$ cat src/rtl/lcd_hd44780_hex.sv
// HD44780 8-bit-mode writer: power-up wait, init command list, then continuous
// refresh of a and b as 16 uppercase hex digits on lines 1 and 2.
module lcd_hd44780_hex #(
   parameter int T_PWRUP_CYC = 1_000_000,
   parameter int T_E_CYC     = 25,
   parameter int T_CMD_CYC   = 2_500,
   parameter int T_CLR_CYC   = 100_000
) (
   input  logic        clk,
   input  logic        reset,
   input  logic [63:0] a,
   input  logic [63:0] b,
   output logic        lcd_rs,
   output logic        lcd_e,
   output logic [7:0]  lcd_d,
   output logic        init_done,
   output logic        frame_done
);
   localparam int M1    = (T_PWRUP_CYC > T_E_CYC) ? T_PWRUP_CYC : T_E_CYC;
   localparam int M2    = (T_CMD_CYC > T_CLR_CYC) ? T_CMD_CYC : T_CLR_CYC;
   localparam int T_MAX = (M1 > M2) ? M1 : M2;
   localparam int TW    = $clog2(T_MAX) + 1;

   typedef enum logic [2:0] {S_PWRUP, S_INIT, S_ADDR1, S_LINE1, S_ADDR2, S_LINE2, S_FRAME} state_t;
   typedef enum logic [1:0] {P_SETUP, P_PULSE, P_WAIT} phase_t;

   state_t          state_q, state_d;
   phase_t          phase_q, phase_d;
   logic [TW-1:0]   tmr_q, tmr_d, wait_len;
   logic [3:0]      idx_q, idx_d;
   logic            e_q, e_d, rs_q, rs_d, init_q, init_d, fdone_q, fdone_d, start;
   logic [7:0]      dat_q, dat_d;
   logic [63:0]     snap_a_q, snap_a_d, snap_b_q, snap_b_d;

   function automatic logic [7:0] hex_char(input logic [3:0] n);
      return (n < 4'd10) ? {4'h3, n} : (8'h37 + {4'h0, n});
   endfunction

   // {rs, byte} of the transfer identified by state and index; index 0 is the top nibble
   function automatic logic [8:0] byte_for(input state_t s, input logic [3:0] i,
                                           input logic [63:0] sa, input logic [63:0] sb);
      logic [5:0] lsb;
      lsb = {~i, 2'b00};
      case (s)
         S_INIT: begin
            case (i)
               4'd0, 4'd1, 4'd2: return {1'b0, 8'h38};
               4'd3:             return {1'b0, 8'h0C};
               4'd4:             return {1'b0, 8'h06};
               default:          return {1'b0, 8'h01};
            endcase
         end
         S_ADDR1: return {1'b0, 8'h80};
         S_LINE1: return {1'b1, hex_char(sa[lsb +: 4])};
         S_ADDR2: return {1'b0, 8'hC0};
         S_LINE2: return {1'b1, hex_char(sb[lsb +: 4])};
         default: return 9'h000;
      endcase
   endfunction

   always_comb begin
      state_d  = state_q;
      phase_d  = phase_q;
      tmr_d    = tmr_q + TW'(1);
      idx_d    = idx_q;
      e_d      = e_q;
      rs_d     = rs_q;
      dat_d    = dat_q;
      init_d   = init_q;
      fdone_d  = 1'b0;
      snap_a_d = snap_a_q;
      snap_b_d = snap_b_q;
      start    = 1'b0;
      wait_len = (!rs_q && dat_q == 8'h01) ? TW'(T_CLR_CYC) : TW'(T_CMD_CYC);
      case (state_q)
         S_PWRUP: begin
            if (tmr_q == TW'(T_PWRUP_CYC - 1)) begin
               state_d = S_INIT;
               idx_d   = 4'd0;
               start   = 1'b1;
            end
         end
         S_FRAME: begin
            state_d  = S_ADDR1;
            snap_a_d = a;
            snap_b_d = b;
            start    = 1'b1;
         end
         default: begin
            case (phase_q)
               P_SETUP: if (tmr_q == TW'(T_E_CYC - 1)) begin
                  phase_d = P_PULSE;
                  tmr_d   = '0;
                  e_d     = 1'b1;
               end
               P_PULSE: if (tmr_q == TW'(T_E_CYC - 1)) begin
                  phase_d = P_WAIT;
                  tmr_d   = '0;
                  e_d     = 1'b0;
               end
               default: if (tmr_q == wait_len - TW'(1)) begin
                  start = 1'b1;
                  case (state_q)
                     S_INIT: begin
                        if (idx_q == 4'd5) begin
                           state_d  = S_ADDR1;
                           idx_d    = 4'd0;
                           init_d   = 1'b1;
                           snap_a_d = a;
                           snap_b_d = b;
                        end else begin
                           idx_d = idx_q + 4'd1;
                        end
                     end
                     S_ADDR1: state_d = S_LINE1;
                     S_ADDR2: state_d = S_LINE2;
                     S_LINE1: begin
                        idx_d = idx_q + 4'd1;   // 15 -> 0 lands exactly on the line change
                        if (idx_q == 4'd15) state_d = S_ADDR2;
                     end
                     default: begin
                        idx_d = idx_q + 4'd1;
                        if (idx_q == 4'd15) begin
                           state_d = S_FRAME;
                           fdone_d = 1'b1;
                           start   = 1'b0;
                        end
                     end
                  endcase
               end
            endcase
         end
      endcase
      if (start) begin
         phase_d       = P_SETUP;
         tmr_d         = '0;
         {rs_d, dat_d} = byte_for(state_d, idx_d, snap_a_d, snap_b_d);
      end
   end

   always_ff @(posedge clk or posedge reset) begin
      if (reset) begin
         state_q  <= S_PWRUP;
         phase_q  <= P_SETUP;
         tmr_q    <= '0;
         idx_q    <= '0;
         e_q      <= 1'b0;
         rs_q     <= 1'b0;
         dat_q    <= 8'h00;
         init_q   <= 1'b0;
         fdone_q  <= 1'b0;
         snap_a_q <= '0;
         snap_b_q <= '0;
      end else begin
         state_q  <= state_d;
         phase_q  <= phase_d;
         tmr_q    <= tmr_d;
         idx_q    <= idx_d;
         e_q      <= e_d;
         rs_q     <= rs_d;
         dat_q    <= dat_d;
         init_q   <= init_d;
         fdone_q  <= fdone_d;
         snap_a_q <= snap_a_d;
         snap_b_q <= snap_b_d;
      end
   end

   assign lcd_e      = e_q;
   assign lcd_rs     = rs_q;
   assign lcd_d      = dat_q;
   assign init_done  = init_q;
   assign frame_done = fdone_q;
endmodule

$ cat config.mk
export PLATFORM = sky130hd
export DESIGN_NAME = lcd_hd44780_hex
export DESIGN_NICKNAME = d
export VERILOG_FILES = /design/src/rtl/lcd_hd44780_hex.sv
export SDC_FILE = /design/constraint.sdc
export NUM_CORES = 1
export LEC_CHECK = 0
export ABC_AREA = 1
export BUFFER_PORTS_ARGS = -buffer_cell sky130_fd_sc_hd__buf_2
export CORE_AREA = 2 2 143 145
export DETAILED_ROUTE_END_ITERATION = 12
export DIE_AREA = 0 0 145 147
export GPL_ROUTABILITY_DRIVEN = 0
export PLACE_DENSITY = 0.8
export SLEW_MARGIN = 20
export SYNTH_ARGS = -nofsm -noshare
export SYNTH_HDL_FRONTEND = slang
export SYNTH_SLANG_ARGS = --single-unit
$ cat constraint.sdc
create_clock -name clk -period 6 [get_ports clk]
set_input_delay 0.6 -clock clk [delete_from_list [all_inputs] [get_ports clk]]
set_output_delay 0.6 -clock clk [all_outputs]
set_load 0.02 [all_outputs]
==> impl_metrics.ini, run 1 <==
[sta]
finClkSkew_ns = 0.00766
timing.fmax_mhz = 210
slew-limit-headroom_pct = 24.6
timing_max_transition_violations_final = 0
worst_slack_ns = 1.25
finalHoldViolCount = 0
worst_pin_slew_ns = 1.13
setup_tns_ns = 0
setup_violations = 0
min_period_over_period_pct = 79.2
finalWorstPathRequiredPeriod_ns = 4.75
rsz_0062_raised_after_global_routing = false

[critical_path]
rrSetupSlack_ns = 1.25
crit-reg2reg-launch = state_q[0]$_DFF_PP0_
worstSetupStartpoint = state_q[0]$_DFF_PP0_
critPathRequiredTime_ns = 6.33
critPathMaxStageDelay_ns = 0.91
timing.rr.end = lcd_d[2]$_DFFE_PP0N_
timing.critical_path.to = lcd_d[2]$_DFFE_PP0N_
critical_path.endpoint_type = register
critPathSlowestCell = buf_4
startpoint_type = register
ff2ff_path_depth = 25
timing.critical_path.mode_cell = nand2_1
crit_fanout = 104
worstPathArrival_ns = 5.08
path_class = register to register

[cts]
cts.sink_count = 170
tritoncts = yes
numCtsBuffers = 17
postCtsSetupRepairBufs = 0
cts.htree.levels = 4
clock_insertion_delay_worst_skew_ns = 0.44
cts_hold_buf = 0
clkTransAtPathRegs_ns = 0.07
cts_repair_resize_count = 0
clock_tree.buffer_depth = 2
clk_root_buffer_cell = clkbuf_16

[floorplanning]
die_h_um = 147
placementRows = 52
start_util_pct = 59.0
ioPinCount = 142
fp.dieArea_mm2 = 0.0213
die_width_um = 145
core_region_area_mm2 = 0.0198

[global_routing]
grt_use_total_pct = 33.2
grt_pass1_wl_um = 57500
overflow = 0
grt_antenna_before_repair = 0
grt_max_degree = 105
first_global_vias = 11692

[logic_synthesis]
yosys_warnings = 0
synthDistinctLibCells = 43
synth.net_count = 1874
synthArstFlopShare_pct = 100
syn-cell-area_mm2 = 0.0117
synth_top_family_by_area = simple AND/OR/NAND/NOR gates
netlist_instances = 1738
synth-edff-count = 0
syn-mean-instance-area_um2 = 6.74
ys.flop_type = dfrtp_1
fraction_of_the_mapped_netlist_area_in_compound_gates_pct = 18.7
synth.mux.area_fraction_pct = 0
synth_simple_gate_area_share_pct = 31.7
yosys.area_share.xor_xnor_pct = 0.823
post_synth_fa_ha_maj_area_fraction_pct = 0.641
synth_seq_area_share_pct = 36.3
ys_ff_latch = 170

[status]
outcome = finished clean

[power_and_ir_drop]
clock_power_share_pct = 46.6
total_leakage_power_nw = 6.61
switching_share_pct = 25.4
power_density_mw_per_mm2 = 178
p_int_mw = 1.73
p_seq_share_pct = 49.5
pwr-share-comb_pct = 3.9
irDropWorstVdd_mv = 0.173
power.net_switching_uw = 588

[detailed_routing]
antenna_violating_nets_post_route = 0
route.detailed.vias_per_inst = 5.80
detailroute.wirelength.met3_um = 3040
wl_met1_um = 14800
met2_length_um = 16200
count_of_vias_placed_by_the_detailed_router = 12237
avgRoutedWirePerCell_um = 16.8
dr.pass1.iters = 8
detailedRoute.firstIterationViolations = 1463
detail_route.drc_violations = 0
maxUsedRoutingLayer = met4
finalWirelength_um = 35400

[final_layout]
drive_above_1_share_pct = 14.2
nNetsFinal = 1963
layout_commonest_cell = nand2_1
num-fill-cells = 1749
most-common-layout-cells = nand2_1 (448), inv_1 (216), nor2_1 (214)
num_antenna_cells = 0
area_growth_syn_to_layout_pct = 11.3

[hold_path]
hp-class = input port to async pin

[run]
timing.max_cap.violations = 0

[place]
dp_hpwl_um = 23700
port_buffers = 141
place_ws_ns = 1.40
-- logic make-up after synthesis --
group	Yosys count
AO/OA/AOI/OAI	349
flip-flops	170
AND/OR/NAND/NOR	867
adder cells (fa/ha/maj)	6
XOR/XNOR	11
buffers and inverters	335
-- layout make-up --
class                      count  area (um2)  area share, %
clock inverter                15         139           1.07
tap                          270         338           2.59
multi-input combinational   1233        6090           46.7
clock buffer                  17         425           3.26
timing repair buffer         161         868           6.66
sequential                   170        4250           32.6
inverter                     244         921           7.07
-- critical path, delay by kind of cell, from the launching register on --
family          cells  cell delay, ns
compound gates      2            0.47
fa+ha+maj           1            0.22
buf+inv             5            2.05
flops               1            0.44
simple gates       17            1.38
-- power groups by stage --
stage	logic [mW]	registers, mW	clock network, mW
floorplan	0.0232	1.17	0
global placement	0.0897	1.17	0
detailed placement	0.0904	1.17	0
CTS	0.0909	1.15	1.08
global route	0.101	1.15	1.13
finish	0.0904	1.15	1.08
-- per-layer routing --
layer | vias up | GRT usage [%]
met4 | 0 | 15.4
met1 | 5722 | 44.6
met3 | 98 | 5.40
li1 | 5804 | -
met2 | 613 | 53.1
met5 | - | 0
-- how the worst min path moves through the flow --
stage / startpoint / endpoint / slack, ns / depth (start not counted)
6_report: reset / snap_a_q[1]$_DFF_PP0_ / 0.32 / 2
5_1_grt: reset / snap_a_q[1]$_DFF_PP0_ / 0.40 / 2
4_1_cts: reset / tmr_q[11]$_DFF_PP0_ / 0.36 / 2
3_5_place_dp: init_done$_DFFE_PP0P_ / init_done$_DFFE_PP0P_ / 0.45 / 1
3_3_place_gp: init_done$_DFFE_PP0P_ / init_done$_DFFE_PP0P_ / 0.45 / 1
2_1_floorplan: snap_a_q[16]$_DFF_PP0_ / snap_a_q[16]$_DFF_PP0_ / 0.48 / 2
-- state kept, by name (all words and copies together), names as in the netlist --
register	flops
snap_a_q	64
phase_q	2
lcd_e	1
frame_done	1
state_q	3
idx_q	4
lcd_d	8
init_done	1
tmr_q	21
lcd_rs	1
snap_b_q	64
-- stage by stage --
stage | instance area (um2) | std cells | power [mW] | hold WS [ns] | utilization (%)
6_report | 13000 | 2110 | 2.31 | 0.324 | 65.7
4_1_cts | 13000 | 2110 | 2.31 | 0.364 | 65.7
5_1_grt | 13000 | 2110 | 2.37 | 0.399 | 65.7
3_3_place_gp | 12500 | 2078 | 1.26 | 0.453 | 62.8
3_5_place_dp | 12500 | 2078 | 1.26 | 0.451 | 62.8
2_1_floorplan | 11700 | 1738 | 1.19 | 0.481 | -
-- cell usage after synthesis (18+ instances only) --
| cell | n | area, um2 |
|---|---|---|
| o211ai_1 | 44 | 330 |
| o21bai_1 | 50 | 375 |
| inv_1 | 217 | 815 |
| inv_2 | 24 | 90.1 |
| a21oi_1 | 22 | 110 |
| nor2_1 | 214 | 803 |
| nand3_1 | 119 | 596 |
| o21ai_0 | 105 | 526 |
| clkbuf_1 | 36 | 135 |
| dfrtp_1 | 170 | 4250 |
| a32o_1 | 32 | 320 |
| nand4_1 | 24 | 150 |
| o21ai_1 | 70 | 350 |
| buf_2 | 39 | 195 |
| o22ai_1 | 18 | 113 |
| nand2_1 | 448 | 1680 |
Note: power is estimated with default switching activity, not from simulation.
==> run 2, diff against run 1 <==
- ABC_AREA: 1 -> 0
- CORE_AREA: 2 2 143 145 -> 2 2 127 129
- DIE_AREA: 0 0 145 147 -> 0 0 129 131
- PLACE_DENSITY: 0.8 -> 0.79
- clock period: 6 -> 4.9 ns (I/O delays scaled with it)
==> run 2 against run 1 <==
Effect of this change: final cell count down 47%; first-iteration DRC count down 56%; critical endpoint unchanged; largest power group is now the clock network; utilization rose by 0.51 points; combinational power fell by 3.3%; critical path depth down 10; largest cell class is now registers; hold slack got worse by 0.26 ns.
==> impl_metrics.ini, run 2 <==
[status]
outcome = finished clean

[sta]
setup_tns_ns = 0
finClkSkew_ns = 0.00822
slew-limit-headroom_pct = 39.3
setup_violations = 0
min_period_over_period_pct = 91.9
worst_pin_slew_ns = 0.905
timing_max_transition_violations_final = 0
finalHoldViolCount = 0
rsz_0062_raised_after_global_routing = false
finalWorstPathRequiredPeriod_ns = 4.50
worst_slack_ns = 0.398
timing.fmax_mhz = 222

[global_routing]
first_global_vias = 6583
grt_antenna_before_repair = 0
overflow = 0
grt_max_degree = 120
grt_use_total_pct = 26.6
grt_pass1_wl_um = 34600

[final_layout]
layout_top_registers = snap_a_q (64), snap_b_q (64), tmr_q (21)
area_growth_syn_to_layout_pct = 18.0
drive_above_1_share_pct = 37.7
nNetsFinal = 1024
num_antenna_cells = 0
most-common-layout-cells = dfrtp_1 (170), buf_2 (141), mux2_2 (118)
layout_commonest_cell = dfrtp_1

[logic_synthesis]
netlist_top_cells_count = dfrtp_1 (170), mux2_2 (118), nor2_1 (60)
syn-cell-area_mm2 = 0.00875
synth.net_count = 882
synth-edff-count = 0
synth.top_cells.by_area = dfrtp_1 (49%), mux2_2 (15%), mux2i_1 (3.8%), nor2_1 (2.6%), mux2_1 (2.3%)
post-synth-top-count-cell = dfrtp_1
syn-mean-instance-area_um2 = 11.7
synthDistinctLibCells = 76
netlist_instances = 746
ys_ff_latch = 170
yosys_warnings = 0
post_synth_top_area_share_pct = 48.6
yosysTopAreaCell = dfrtp_1
ys.flop_type = dfrtp_1
synth_seq_area_share_pct = 48.6
synthArstFlopShare_pct = 100

[place]
port_buffers = 141
place_ws_ns = 0.498
dp_hpwl_um = 15200

[detailed_routing]
detailedRoute.firstIterationViolations = 648
antenna_violating_nets_post_route = 0
dr.pass1.iters = 5
route.detailed.vias_per_inst = 5.87
detail_route.drc_violations = 0
count_of_vias_placed_by_the_detailed_router = 6560
finalWirelength_um = 21500
avgRoutedWirePerCell_um = 19.3

[cts]
cts_hold_buf = 0
clock_tree.buffer_depth = 2
cts.htree.levels = 4
numCtsBuffers = 17
cts_repair_resize_count = 0
postCtsSetupRepairBufs = 0
clkTransAtPathRegs_ns = 0.07
clock_insertion_delay_worst_skew_ns = 0.43
tritoncts = yes
cts.sink_count = 170
clk_root_buffer_cell = clkbuf_16

[floorplanning]
core_region_area_mm2 = 0.0156
start_util_pct = 56.1
fp.dieArea_mm2 = 0.0169
die_width_um = 129
ioPinCount = 142
placementRows = 46
die_h_um = 131

[power_and_ir_drop]
irDropWorstVdd_mv = 0.226
power_density_mw_per_mm2 = 290
total_leakage_power_nw = 4.98

[critical_path]
worstPathArrival_ns = 4.85
ff2ff_path_depth = 15
startpoint_type = register
critPathRequiredTime_ns = 5.25
path_class = register to register
critical_path.endpoint_type = register
crit_fanout = 58

[hold_path]
hp-class = input port to async pin

[run]
timing.max_cap.violations = 0
-- run 2: cell count changes in the layout (fill, tap and decap cells not counted), sizes merged, moves of 48 or more --
cell,change
o21bai,-48
inv,-228
o21ai,-164
nand2,-429
nand3,-98
mux2,+138
nor2,-175
-- run 2: stage by stage --
| step | cells | hold slack [ns] | utilization, % | instance area, um2 | total power [mW] |
|---|---|---|---|---|---|
| finish | 1117 | 0.0630 | 66.2 | 10300 | 2.99 |
| floorplan | 746 | 0.438 | - | 8750 | 1.45 |
| detailed placement | 1084 | 0.469 | 61.8 | 9640 | 1.52 |
| CTS | 1116 | 0.294 | 66.0 | 10300 | 3.01 |
| global route | 1117 | 0.0908 | 66.2 | 10300 | 3.08 |
| global placement | 1084 | 0.460 | 61.8 | 9640 | 1.52 |
-- run 2: where the power goes --
| group | switching (mW) | total (mW) | leakage, nW | internal, mW |
|---|---|---|---|---|
| Clock | 0.586 | 1.50 | 0.322 | 0.916 |
| Combinational | 0.0472 | 0.0874 | 2.32 | 0.0401 |
| Sequential | 0 | 1.40 | 2.34 | 1.40 |
| Total | 0.634 | 2.99 | 4.98 | 2.36 |
-- run 2: worst paths after layout --
path / from / to / slack [ns]
max: lcd_d[2]$_DFFE_PP0N_ / lcd_d[2]$_DFFE_PP0N_ / 0.40
min in group clk: a[7] / snap_a_q[7]$_DFF_PP0_ / 0.30
min reg2reg: snap_a_q[7]$_DFF_PP0_ / snap_a_q[7]$_DFF_PP0_ / 0.48
min: reset / snap_a_q[27]$_DFF_PP0_ / 0.06
max in group asynchronous: reset / tmr_q[6]$_DFF_PP0_ / 3.60
max reg2reg: lcd_d[2]$_DFFE_PP0N_ / lcd_d[2]$_DFFE_PP0N_ / 0.40
-- run 2: critical path: stages, from the launching register on --
cell and delay (ns):
dfrtp_1 0.40, nor4_1 0.28, nand3_1 0.24, mux2_2 0.42, o31ai_4 0.40, buf_12 0.23, buf_12 0.29, mux2_2 0.40
a221oi_1 0.40, o311ai_1 0.21, nand4_2 0.22, ha_1 0.20, inv_1 0.05, nor2_1 0.13, mux2_2 0.36, o211ai_2 0.14
-- run 2: final cells by class --
class                      instances  area [um2]
fill                            1161        5270
sequential                       170        4250
multi-input combinational        517        4130
timing repair buffer             165         940
clock buffer                      17         425
tap                              216         270
clock inverter                    15         234
inverter                          17        67.6
-- run 2: per-layer routing --
| layer | GRT usage [%] | part of all wire [%] |
|---|---|---|
| met5 | 0 | 0 |
| met4 | 8.38 | 2.2 |
| met3 | 4.60 | 5.6 |
| met2 | 42.6 | 47 |
| met1 | 37.4 | 45 |
-- run 2: cells by family (layout without fill, tap and decap cells) --
kind of cell             count (synthesis)  in the layout  share of synthesized area, %
AO/OA/AOI/OAI                          127            127                          11.1
XOR/XNOR                                24             24                          2.40
adder cells (fa/ha/maj)                  6              6                         0.858
buffers and inverters                   59            214                          4.11
flip-flops                             170            170                          48.6
multiplexers                           172            172                          21.8
AND/OR/NAND/NOR                        188            188                          11.1
